**src/rtl/uart_pkg.sv**
```systemverilog
// Shared definitions for the buffered UART transmitter.
// Contents: transmit FSM state encoding, parity mode codes, and the
// mapping from the 2-bit baud select to a clocks-per-bit divisor.
package uart_pkg;

  typedef enum logic [2:0] {
    IDLE   = 3'd0,
    START  = 3'd1,
    DATA   = 3'd2,
    PARITY = 3'd3,
    STOP1  = 3'd4,
    STOP2  = 3'd5
  } tx_state_e;

  localparam logic [1:0] PAR_NONE = 2'b00;
  localparam logic [1:0] PAR_EVEN = 2'b01;
  localparam logic [1:0] PAR_ODD  = 2'b10;

  function automatic logic [15:0] div_sel(input logic [1:0] s, input int d0, input int d1,
                                           input int d2, input int d3);
    logic [15:0] d;
    case (s)
      2'b00:   d = 16'(d0);
      2'b01:   d = 16'(d1);
      2'b10:   d = 16'(d2);
      default: d = 16'(d3);
    endcase
    return d;
  endfunction

endpackage

```
**src/rtl/uart_tx_fifo.sv**
```systemverilog
// Synchronous word FIFO feeding the UART transmitter.
// Ports:
//   clk_in, rst_n        clock, asynchronous active-low reset
//   push_i / data_i      write request and word (ignored while full)
//   pop_i / data_o       read request and head word (head shown combinationally)
//   full_o, empty_o      occupancy flags (full is registered)
//   count_o              number of buffered words
module uart_tx_fifo #(
  parameter int DATA_BITS = 8,
  parameter int DEPTH     = 4
) (
  input  logic                    clk_in,
  input  logic                    rst_n,
  input  logic                    push_i,
  input  logic [DATA_BITS-1:0]    data_i,
  input  logic                    pop_i,
  output logic [DATA_BITS-1:0]    data_o,
  output logic                    full_o,
  output logic                    empty_o,
  output logic [$clog2(DEPTH):0]  count_o
);
  localparam int PW = $clog2(DEPTH);
  localparam logic [PW:0] FULL_CNT = (PW+1)'(DEPTH);

  logic [DATA_BITS-1:0] mem_q [DEPTH];
  logic [PW-1:0]        wr_q, rd_q;
  logic [PW:0]          cnt_q, cnt_d;
  logic                 full_q, do_push, do_pop;

  // A full FIFO refuses a push even when a pop frees a slot in the same cycle.
  assign do_push = push_i && !full_q;
  assign do_pop  = pop_i && (cnt_q != '0);

  always_comb begin
    cnt_d = cnt_q;
    if (do_push && !do_pop)      cnt_d = cnt_q + (PW+1)'(1);
    else if (!do_push && do_pop) cnt_d = cnt_q - (PW+1)'(1);
  end

  always_ff @(posedge clk_in or negedge rst_n) begin
    if (!rst_n) begin
      wr_q   <= '0;
      rd_q   <= '0;
      cnt_q  <= '0;
      full_q <= 1'b0;
    end else begin
      if (do_push) wr_q <= wr_q + PW'(1);
      if (do_pop)  rd_q <= rd_q + PW'(1);
      cnt_q  <= cnt_d;
      full_q <= (cnt_d == FULL_CNT);
    end
  end

  always_ff @(posedge clk_in) begin
    if (do_push) mem_q[wr_q] <= data_i;
  end

  assign data_o  = mem_q[rd_q];
  assign full_o  = full_q;
  assign empty_o = (cnt_q == '0);
  assign count_o = cnt_q;

endmodule

```
**src/rtl/uart_tx_param.sv**
```systemverilog
// Buffered, parametrised UART transmitter: words enter a FIFO over a
// valid/ready handshake and are serialised LSB-first with optional parity
// and one or two stop bits. Baud divisor, parity and stop count are
// sampled when a frame starts.
// Ports:
//   clk_in, reset                clock, asynchronous active-low reset
//   S, parity_mode, stop2        frame configuration
//   tx_valid/tx_ready/data_board word handshake into the FIFO
//   ser_out                      serial line, idle high
//   busy, fifo_count             status
//
// state  | meaning
// IDLE   | line high; pops next word when FIFO non-empty
// START  | start bit (low)
// DATA   | data bits, LSB first
// PARITY | parity bit
// STOP1  | first stop bit (high)
// STOP2  | optional second stop bit (high)
module uart_tx_param
  import uart_pkg::*;
#(
  parameter int DATA_BITS  = 8,
  parameter int FIFO_DEPTH = 4,
  parameter int DIV0       = 16,
  parameter int DIV1       = 8,
  parameter int DIV2       = 4,
  parameter int DIV3       = 2
) (
  input  logic                         clk_in,
  input  logic                         reset,
  input  logic [1:0]                   S,
  input  logic [1:0]                   parity_mode,
  input  logic                         stop2,
  input  logic                         tx_valid,
  output logic                         tx_ready,
  input  logic [DATA_BITS-1:0]         data_board,
  output logic                         ser_out,
  output logic                         busy,
  output logic [$clog2(FIFO_DEPTH):0]  fifo_count
);
  localparam int CW = $clog2(FIFO_DEPTH) + 1;
  localparam int BW = $clog2(DATA_BITS);
  localparam logic [BW-1:0] LAST_BIT = BW'(DATA_BITS - 1);

  tx_state_e            state_q, state_d;
  logic [15:0]          baud_q, baud_d, div_q, div_d, div_new;
  logic [BW-1:0]        bit_q, bit_d;
  logic [DATA_BITS-1:0] shift_q, shift_d, head;
  logic                 par_en_q, par_en_d, par_bit_q, par_bit_d, stop2_q, stop2_d;
  logic                 ser_q, ser_d, busy_q;
  logic                 full, empty, push, pop;
  logic [CW-1:0]        cnt_nxt;

  assign push     = tx_valid && !full;
  assign tx_ready = !full;
  assign div_new  = div_sel(S, DIV0, DIV1, DIV2, DIV3);

  uart_tx_fifo #(
    .DATA_BITS (DATA_BITS),
    .DEPTH     (FIFO_DEPTH)
  ) u_fifo (
    .clk_in  (clk_in),
    .rst_n   (reset),
    .push_i  (push),
    .data_i  (data_board),
    .pop_i   (pop),
    .data_o  (head),
    .full_o  (full),
    .empty_o (empty),
    .count_o (fifo_count)
  );

  // Occupancy after this edge, so busy is registered yet tracks the FIFO exactly.
  always_comb begin
    cnt_nxt = fifo_count;
    if (push && !pop)      cnt_nxt = fifo_count + CW'(1);
    else if (!push && pop) cnt_nxt = fifo_count - CW'(1);
  end

  always_comb begin
    state_d   = state_q;
    baud_d    = baud_q;
    div_d     = div_q;
    bit_d     = bit_q;
    shift_d   = shift_q;
    par_en_d  = par_en_q;
    par_bit_d = par_bit_q;
    stop2_d   = stop2_q;
    pop       = 1'b0;
    if (state_q == IDLE) begin
      if (!empty) begin
        pop       = 1'b1;
        shift_d   = head;
        div_d     = div_new;
        baud_d    = div_new - 16'd1;
        bit_d     = '0;
        par_en_d  = (parity_mode == PAR_EVEN) || (parity_mode == PAR_ODD);
        par_bit_d = (^head) ^ (parity_mode == PAR_ODD);
        stop2_d   = stop2;
        state_d   = START;
      end
    end else if (baud_q != '0) begin
      baud_d = baud_q - 16'd1;
    end else begin
      baud_d = div_q - 16'd1;
      case (state_q)
        START:  state_d = DATA;
        DATA: begin
          shift_d = shift_q >> 1;
          if (bit_q == LAST_BIT) state_d = par_en_q ? PARITY : STOP1;
          else                   bit_d   = bit_q + BW'(1);
        end
        PARITY: state_d = STOP1;
        STOP1:  state_d = stop2_q ? STOP2 : IDLE;
        STOP2:  state_d = IDLE;
        default: state_d = IDLE;
      endcase
    end
  end

  // The line follows the current state one clock later, which gives the
  // two-cycle push-to-start-bit latency and keeps every bit DIV clocks wide.
  always_comb begin
    ser_d = 1'b1;
    case (state_q)
      START:   ser_d = 1'b0;
      DATA:    ser_d = shift_q[0];
      PARITY:  ser_d = par_bit_q;
      default: ser_d = 1'b1;
    endcase
  end

  always_ff @(posedge clk_in or negedge reset) begin
    if (!reset) begin
      state_q   <= IDLE;
      baud_q    <= '0;
      div_q     <= '0;
      bit_q     <= '0;
      shift_q   <= '0;
      par_en_q  <= 1'b0;
      par_bit_q <= 1'b0;
      stop2_q   <= 1'b0;
      ser_q     <= 1'b1;
      busy_q    <= 1'b0;
    end else begin
      state_q   <= state_d;
      baud_q    <= baud_d;
      div_q     <= div_d;
      bit_q     <= bit_d;
      shift_q   <= shift_d;
      par_en_q  <= par_en_d;
      par_bit_q <= par_bit_d;
      stop2_q   <= stop2_d;
      ser_q     <= ser_d;
      busy_q    <= (state_d != IDLE) || (cnt_nxt != '0);
    end
  end

  assign ser_out = ser_q;
  assign busy    = busy_q;

endmodule

```
**config.mk**
```make
export PLATFORM = sky130hd
export DESIGN_NAME = uart_tx_param
export DESIGN_NICKNAME = d
export VERILOG_FILES = /design/src/rtl/uart_pkg.sv /design/src/rtl/uart_tx_fifo.sv /design/src/rtl/uart_tx_param.sv
export SDC_FILE = /design/constraint.sdc
export NUM_CORES = 1
export LEC_CHECK = 0
export CORE_MARGIN = 4
export CORE_UTILIZATION = 65
export CTS_BUF_LIST = sky130_fd_sc_hd__clkbuf_8
export CTS_CLUSTER_SIZE = 30
export DETAILED_ROUTE_END_ITERATION = 8
export PLACE_DENSITY = 0.86
export SYNTH_ARGS = -nofsm -noshare
export SYNTH_HDL_FRONTEND = slang
export SYNTH_SLANG_ARGS = --single-unit
```
**constraint.sdc**
```tcl
create_clock -name clk_in -period 8.6 [get_ports clk_in]
set_input_delay 0.86 -clock clk_in [delete_from_list [all_inputs] [get_ports clk_in]]
set_output_delay 0.86 -clock clk_in [all_outputs]
set_load 0.01 [all_outputs]
```
Yosys cells after proc, flatten, opt, wreduce, memory -nomap -nowiden
Memories as Yosys holds them, arrays and structs flattened. Cells that the tools add are included.

Bits in registers: 59. Bits in writable memories: 32. Input bits: 16. Memories: 1.

Memories: u_fifo.mem_q (words 4, bits a word 8, rd ports 1, clocked after memory_dff 0, wr ports 1, line uart_tx_fifo.sv:25) `logic [DATA_BITS-1:0] mem_q [DEPTH];`.

Add/subtract/negate cells: 8. Equality and inequality tests: 13. Mux-type cells: 29. Bitwise operators: 2. Reduce and logical (&&, ||, !) cells: 26.

Operators with widths (count): $mux 16 (3); $sub 16x1->16 const B (3); $mux 3 (15); $mux 8 (4); $reduce_bool 16->1 (1); $pmux 5 s3 (1); $pmux 3 s4 (1); $eq 3x3->1 const B (3); $reduce_bool 3->1 (3); $reduce_xor 8->1 (1); $logic_and 1x1->1 (7); $add 3x1->3 const B (2); $eq 3x2->1 const B (2); $logic_not 3->1 (2); $ne 2x2->1 const B (3); $logic_not 1->1 (5); $add 2x1->2 const B (2); $eq 2x1->1 const B (2); $eq 2x2->1 const B (2); $mux 1 (4); $reduce_and 4->1 (1); $eq 3x1->1 const B (1); $pmux 1 s3 (1); $reduce_and 3->1 (1); other kinds (7) (8).

Logic depth before layout (Yosys ltp)
Word-level depth: 8. Mapped depth: 11.

Cells and area by module
Synthesis repeated with hierarchy kept, for this count alone.

Cell total of the unflattened synthesis: 376. Area total of the unflattened synthesis: 4256.6 µm².

By module, submodules not included: uart_tx_param (instances 1, cells each 280, area an instance 2523.7 µm²); uart_tx_fifo (instances 1, cells each 96, area an instance 1732.9 µm²).

Least setup slack after synthesis
Ideal clock, no wire load.

Path kind: register to register. Start: reg baud_q[5]. End: reg baud_q[10]. Arrival time: 2781 ps. Required time: 8532 ps. Path slack: 5752 ps. Stages on the path, launching flop included: 12. Buffers on the path: 0. Clock period less this slack: 2848 ps. Cell sequence: dfrtp_1 or4_4 or4_1 nor2_1 a21oi_1 ha_1 nor3b_1 nand2b_1 a31oi_1 nand4_1 mux2_2 nand2_1.

Longest elaborated chain between the ends: 3. Elaborated cells on any way between the ends: 4.

Ends and longest elaborated chain: start: declaration (line uart_tx_param.sv:46) `logic [15:0] baud_q, baud_d, div_q, div_d, div_new;`; start signal: assignment (line uart_tx_param.sv:147) `baud_q <= baud_d;`; $sub 16x1->16 / $reduce_bool 16->1 (equally long branches) (line uart_tx_param.sv:103, uart_tx_param.sv:102); $mux 16 * (line uart_tx_param.sv:102) `end else if (baud_q != '0) begin`; $mux 16 * (line uart_tx_param.sv:90) `if (state_q == IDLE) begin`.

Mark *: on every way between the ends. The rest lies on a longest branch, timed or not. A chain may end at the register's enable or synchronous reset.

Final worst setup path
Start: reg baud_q[5]. End: reg baud_q[14].

The elaborated chain is that of the path after synthesis.

==> impl_metrics.py <==
metrics = {
    "routing": {
        "firstDrtPassIters": 5,
        "met3_length_um": 479,
        "wl_um": 7560,
        "routed.top_layer": "met4",
        "routed_via_density": 6.27,
        "drc": 0,
        "final_antenna_net_count": 0,
        "drt_iter0_drc": 303,
        "vias": 2701,
        "drt-wirelength-per-cell_um": 17.5,
        "wl_met2_um": 3680,
        "wl_met1_um": 3290,
    },
    "critical_path": {
        "regToRegSetupSlack_ns": 5.43,
        "cp_data_required_time_ns": 8.81,
        "cp.arrival_ns": 3.37,
        "r2r_end": "baud_q[14]$_DFFE_PN0P_",
        "critPathSlowestCell": "or4_4",
        "cp-end-kind": "flip-flop",
        "cp_top_family": "simple AND/OR/NAND/NOR gates",
        "cp_num_buf_inv": 0,
        "worstSetupPathType": "reg -> reg",
        "worstPathCellList": "or4_4, or4_1, nor2_1, a21oi_1, ha_1, nor3b_1, nand2b_1, a31oi_1, nand2_1, mux2i_1, o211ai_1",
        "r2r_start": "baud_q[5]$_DFFE_PN0P_",
        "cpPeakStageDelay_ns": 0.59,
        "cp-start-kind": "flip-flop",
        "rr_worst_depth": 11,
        "critPathMaxFanout": 6,
    },
    "synthesis": {
        "seq_area_frac_synth_pct": 56.0,
        "async_flop_share_pct": 59.5,
        "synth.distinct_cells": 48,
        "synth_edf_count": 32,
        "syn_inst": 335,
        "syn-mean-instance-area_um2": 11.4,
        "yosys_warnings": 0,
        "synth_flop_cell": "dfrtp_1",
        "synth-seq-cells": 79,
        "syn_nets": 363,
        "syn_area_um2": 3820,
    },
    "clock_tree": {
        "cts_buffer_depth": 2,
        "cts_tree": "yes",
        "ctsResizeCount": 0,
        "postCtsHoldBufs": 0,
        "cts_htree_levels": 3,
        "clkTransAtPathRegs_ns": 0.09,
        "clkLatencyLatePin_ns": 0.35,
        "root_buffer": "clkbuf_8",
        "cts_setup_buffers": 0,
        "cts_sinks": 79,
        "cts_buffers": 9,
    },
    "final_layout": {
        "syn_to_final_growth_pct": 11.6,
        "drive_gt1_share_pct": 10.9,
        "fin_nets": 382,
        "antennaDiodeCount": 0,
        "fill_cells": 390,
    },
    "timing": {
        "layout_min_cycle_time_ns": 3.17,
        "worstMarginPinSlew_ns": 1.04,
        "fin_setup_tns_ns": 0,
        "period_share_pct": 36.8,
        "slew_headroom_pct": 30.4,
        "finalHoldViolCount": 0,
        "rsz0062_at_grt": "no",
        "fin_skew_ns": 0.00532,
        "slew_viol_final": 0,
        "clock.fmax_ghz": 0.316,
        "setup_viol": 0,
    },
    "floorplanning": {
        "num_io_pins": 22,
        "dieArea_um2": 7160,
        "die_width_um": 84.6,
        "rows": 27,
        "start_util_pct": 68.0,
        "core_area_um2": 5610,
        "die_y_um": 84.6,
    },
    "grt": {
        "grt_max_degree": 48,
        "gr-total-overflow": 0,
        "grt_pass1_wl_um": 12900,
        "antenna_found_initial": 0,
        "track_usage_pct": 23.0,
        "grt_pass1_vias": 2600,
    },
    "min_path": {
        "hold_depth": 2,
        "whs_endpoint": "stop2_q$_DFFE_PN0P_",
        "hold_path_class": "reg -> reg",
        "min_from": "stop2_q$_DFFE_PN0P_",
    },
    "place": {
        "dp_hpwl_um": 5250,
        "gp_congestion": 0.975,
        "port_buffers": 21,
    },
    "pwr": {
        "power.density_nw_per_um2": 352,
        "ir_drop_v": 0.000273,
        "power_mw": 1.50,
        "leakagePower_nw": 1.65,
    },
    "run_status": {
        "outcome": "completed",
    },
    "flow_run": {
        "max-cap-violations": 0,
    },
}
==> state kept, by name, summed over array words and instances, names as in the netlist <==
name            flops
par_bit_q           1
u_fifo.full_o       1
shift_q             8
u_fifo.count_o      3
state_q             3
ser_out             1
stop2_q             1
par_en_q            1
bit_q               3
u_fifo.rd_q         2
div_q               4
baud_q             16
u_fifo.wr_q         2
busy                1
u_fifo.mem_q       32
==> logic make-up after synthesis <==
kind of cell / Yosys count / share of synthesized area [%]
xor gates and xnor gates: 15 / 3.44
and+or+nand+nor: 121 / 16.2
buffers and inverters: 27 / 2.79
DFF: 79 / 56.0
muxes: 12 / 5.84
adders and majority gates: 12 / 3.93
AOI/OAI and AO/OA: 69 / 11.8
==> synthesized netlist by cell type, drive strengths merged, types with 2 or more instances <==
cell type | n | area share [%]
a21oi | 12 | 1.6
a22o | 2 | 0.46
a31oi | 12 | 2.0
and2 | 7 | 1.1
buf | 2 | 0.33
clkbuf | 12 | 1.2
dfrtp | 46 | 30
edfxtp | 32 | 25
ha | 12 | 3.9
inv | 13 | 1.3
mux2 | 2 | 0.59
mux2i | 2 | 0.52
mux4 | 8 | 4.7
nand2 | 45 | 4.5
nand2b | 4 | 0.66
nand3 | 10 | 1.3
nor2 | 24 | 2.4
nor2b | 5 | 0.82
nor3 | 6 | 1.0
nor3b | 4 | 0.92
nor4 | 2 | 0.72
o211ai | 10 | 2.0
o21ai | 21 | 2.8
o31ai | 4 | 0.79
or2 | 2 | 0.33
or3 | 5 | 0.82
or4 | 4 | 0.89
xnor2 | 13 | 3.0
xor2 | 2 | 0.46
==> cell usage in the layout, fill, tap and decap left out, types with 9 or more instances in the layout <==
cell type        instances
dfrtp_1                 46
o211ai_1                10
clkbuf_8                 9
o21ai_0                 21
a21oi_1                 12
nand3_1                 10
inv_1                   13
clkdlybuf4s50_1         20
edfxtp_1                32
a31oi_1                 12
ha_1                    12
xnor2_1                 13
nand2_1                 44
nor2_1                  24
==> worst reg2reg max path, stage by stage (launching register included) <==
cell and delay, ns:
dfrtp_1 0.43, or4_4 0.59, or4_1 0.56, nor2_1 0.22, a21oi_1 0.11, ha_1 0.24, nor3b_1 0.16, nand2b_1 0.08
a31oi_1 0.10, nand2_1 0.21, mux2i_1 0.21, o211ai_1 0.10
==> stage by stage <==
stage	cells	setup WS, ns	utilization (%)	hold slack, ns	instance area (um2)
4_1_cts	431	5.44	75.9	0.490	4260
3_3_place_gp	415	5.59	72.4	0.466	4060
2_1_floorplan	335	5.75	-	0.438	3820
6_report	431	5.43	75.9	0.496	4260
3_5_place_dp	415	5.49	72.4	0.468	4060
5_1_grt	431	5.25	75.9	0.518	4260
==> worst max path at each step <==
stage / from / endpoint / slack (ns) / depth (start not counted)
detailed placement: baud_q[5]$_DFFE_PN0P_ / baud_q[14]$_DFFE_PN0P_ / 5.49 / 11
finish: baud_q[5]$_DFFE_PN0P_ / baud_q[14]$_DFFE_PN0P_ / 5.43 / 11
global placement: baud_q[5]$_DFFE_PN0P_ / baud_q[10]$_DFFE_PN0P_ / 5.59 / 11
floorplan: baud_q[5]$_DFFE_PN0P_ / baud_q[10]$_DFFE_PN0P_ / 5.75 / 11
CTS: baud_q[5]$_DFFE_PN0P_ / baud_q[14]$_DFFE_PN0P_ / 5.44 / 11
global route: baud_q[5]$_DFFE_PN0P_ / baud_q[14]$_DFFE_PN0P_ / 5.25 / 11
==> layer usage <==
layer,GRT usage (%),up-vias
met2,36.1,116
li1,-,1249
met1,32.1,1326
met5,0,-
met4,8.49,0
met3,4.61,10
==> area by class of cell <==
cell class                      count  area (um2)  area share [%]
Sequential cell                    79        2140            50.2
Multi-Input combinational cell    229        1570            36.9
Timing Repair Buffer               22         213            5.00
Clock buffer                        9         124            2.91
Tap cell                           72        90.1            2.12
Clock inverter                      7        72.6            1.70
Inverter                           13        48.8            1.15
==> power breakdown <==
group / switching, mW / leakage [nW] / total (mW) / internal (mW)
Clock: 0.156 / 0.0970 / 0.270 / 0.114
Combinational: 0.321 / 0.695 / 0.597 / 0.276
Sequential: 0.111 / 0.860 / 0.633 / 0.522
Power figures use the tool's default switching activity.
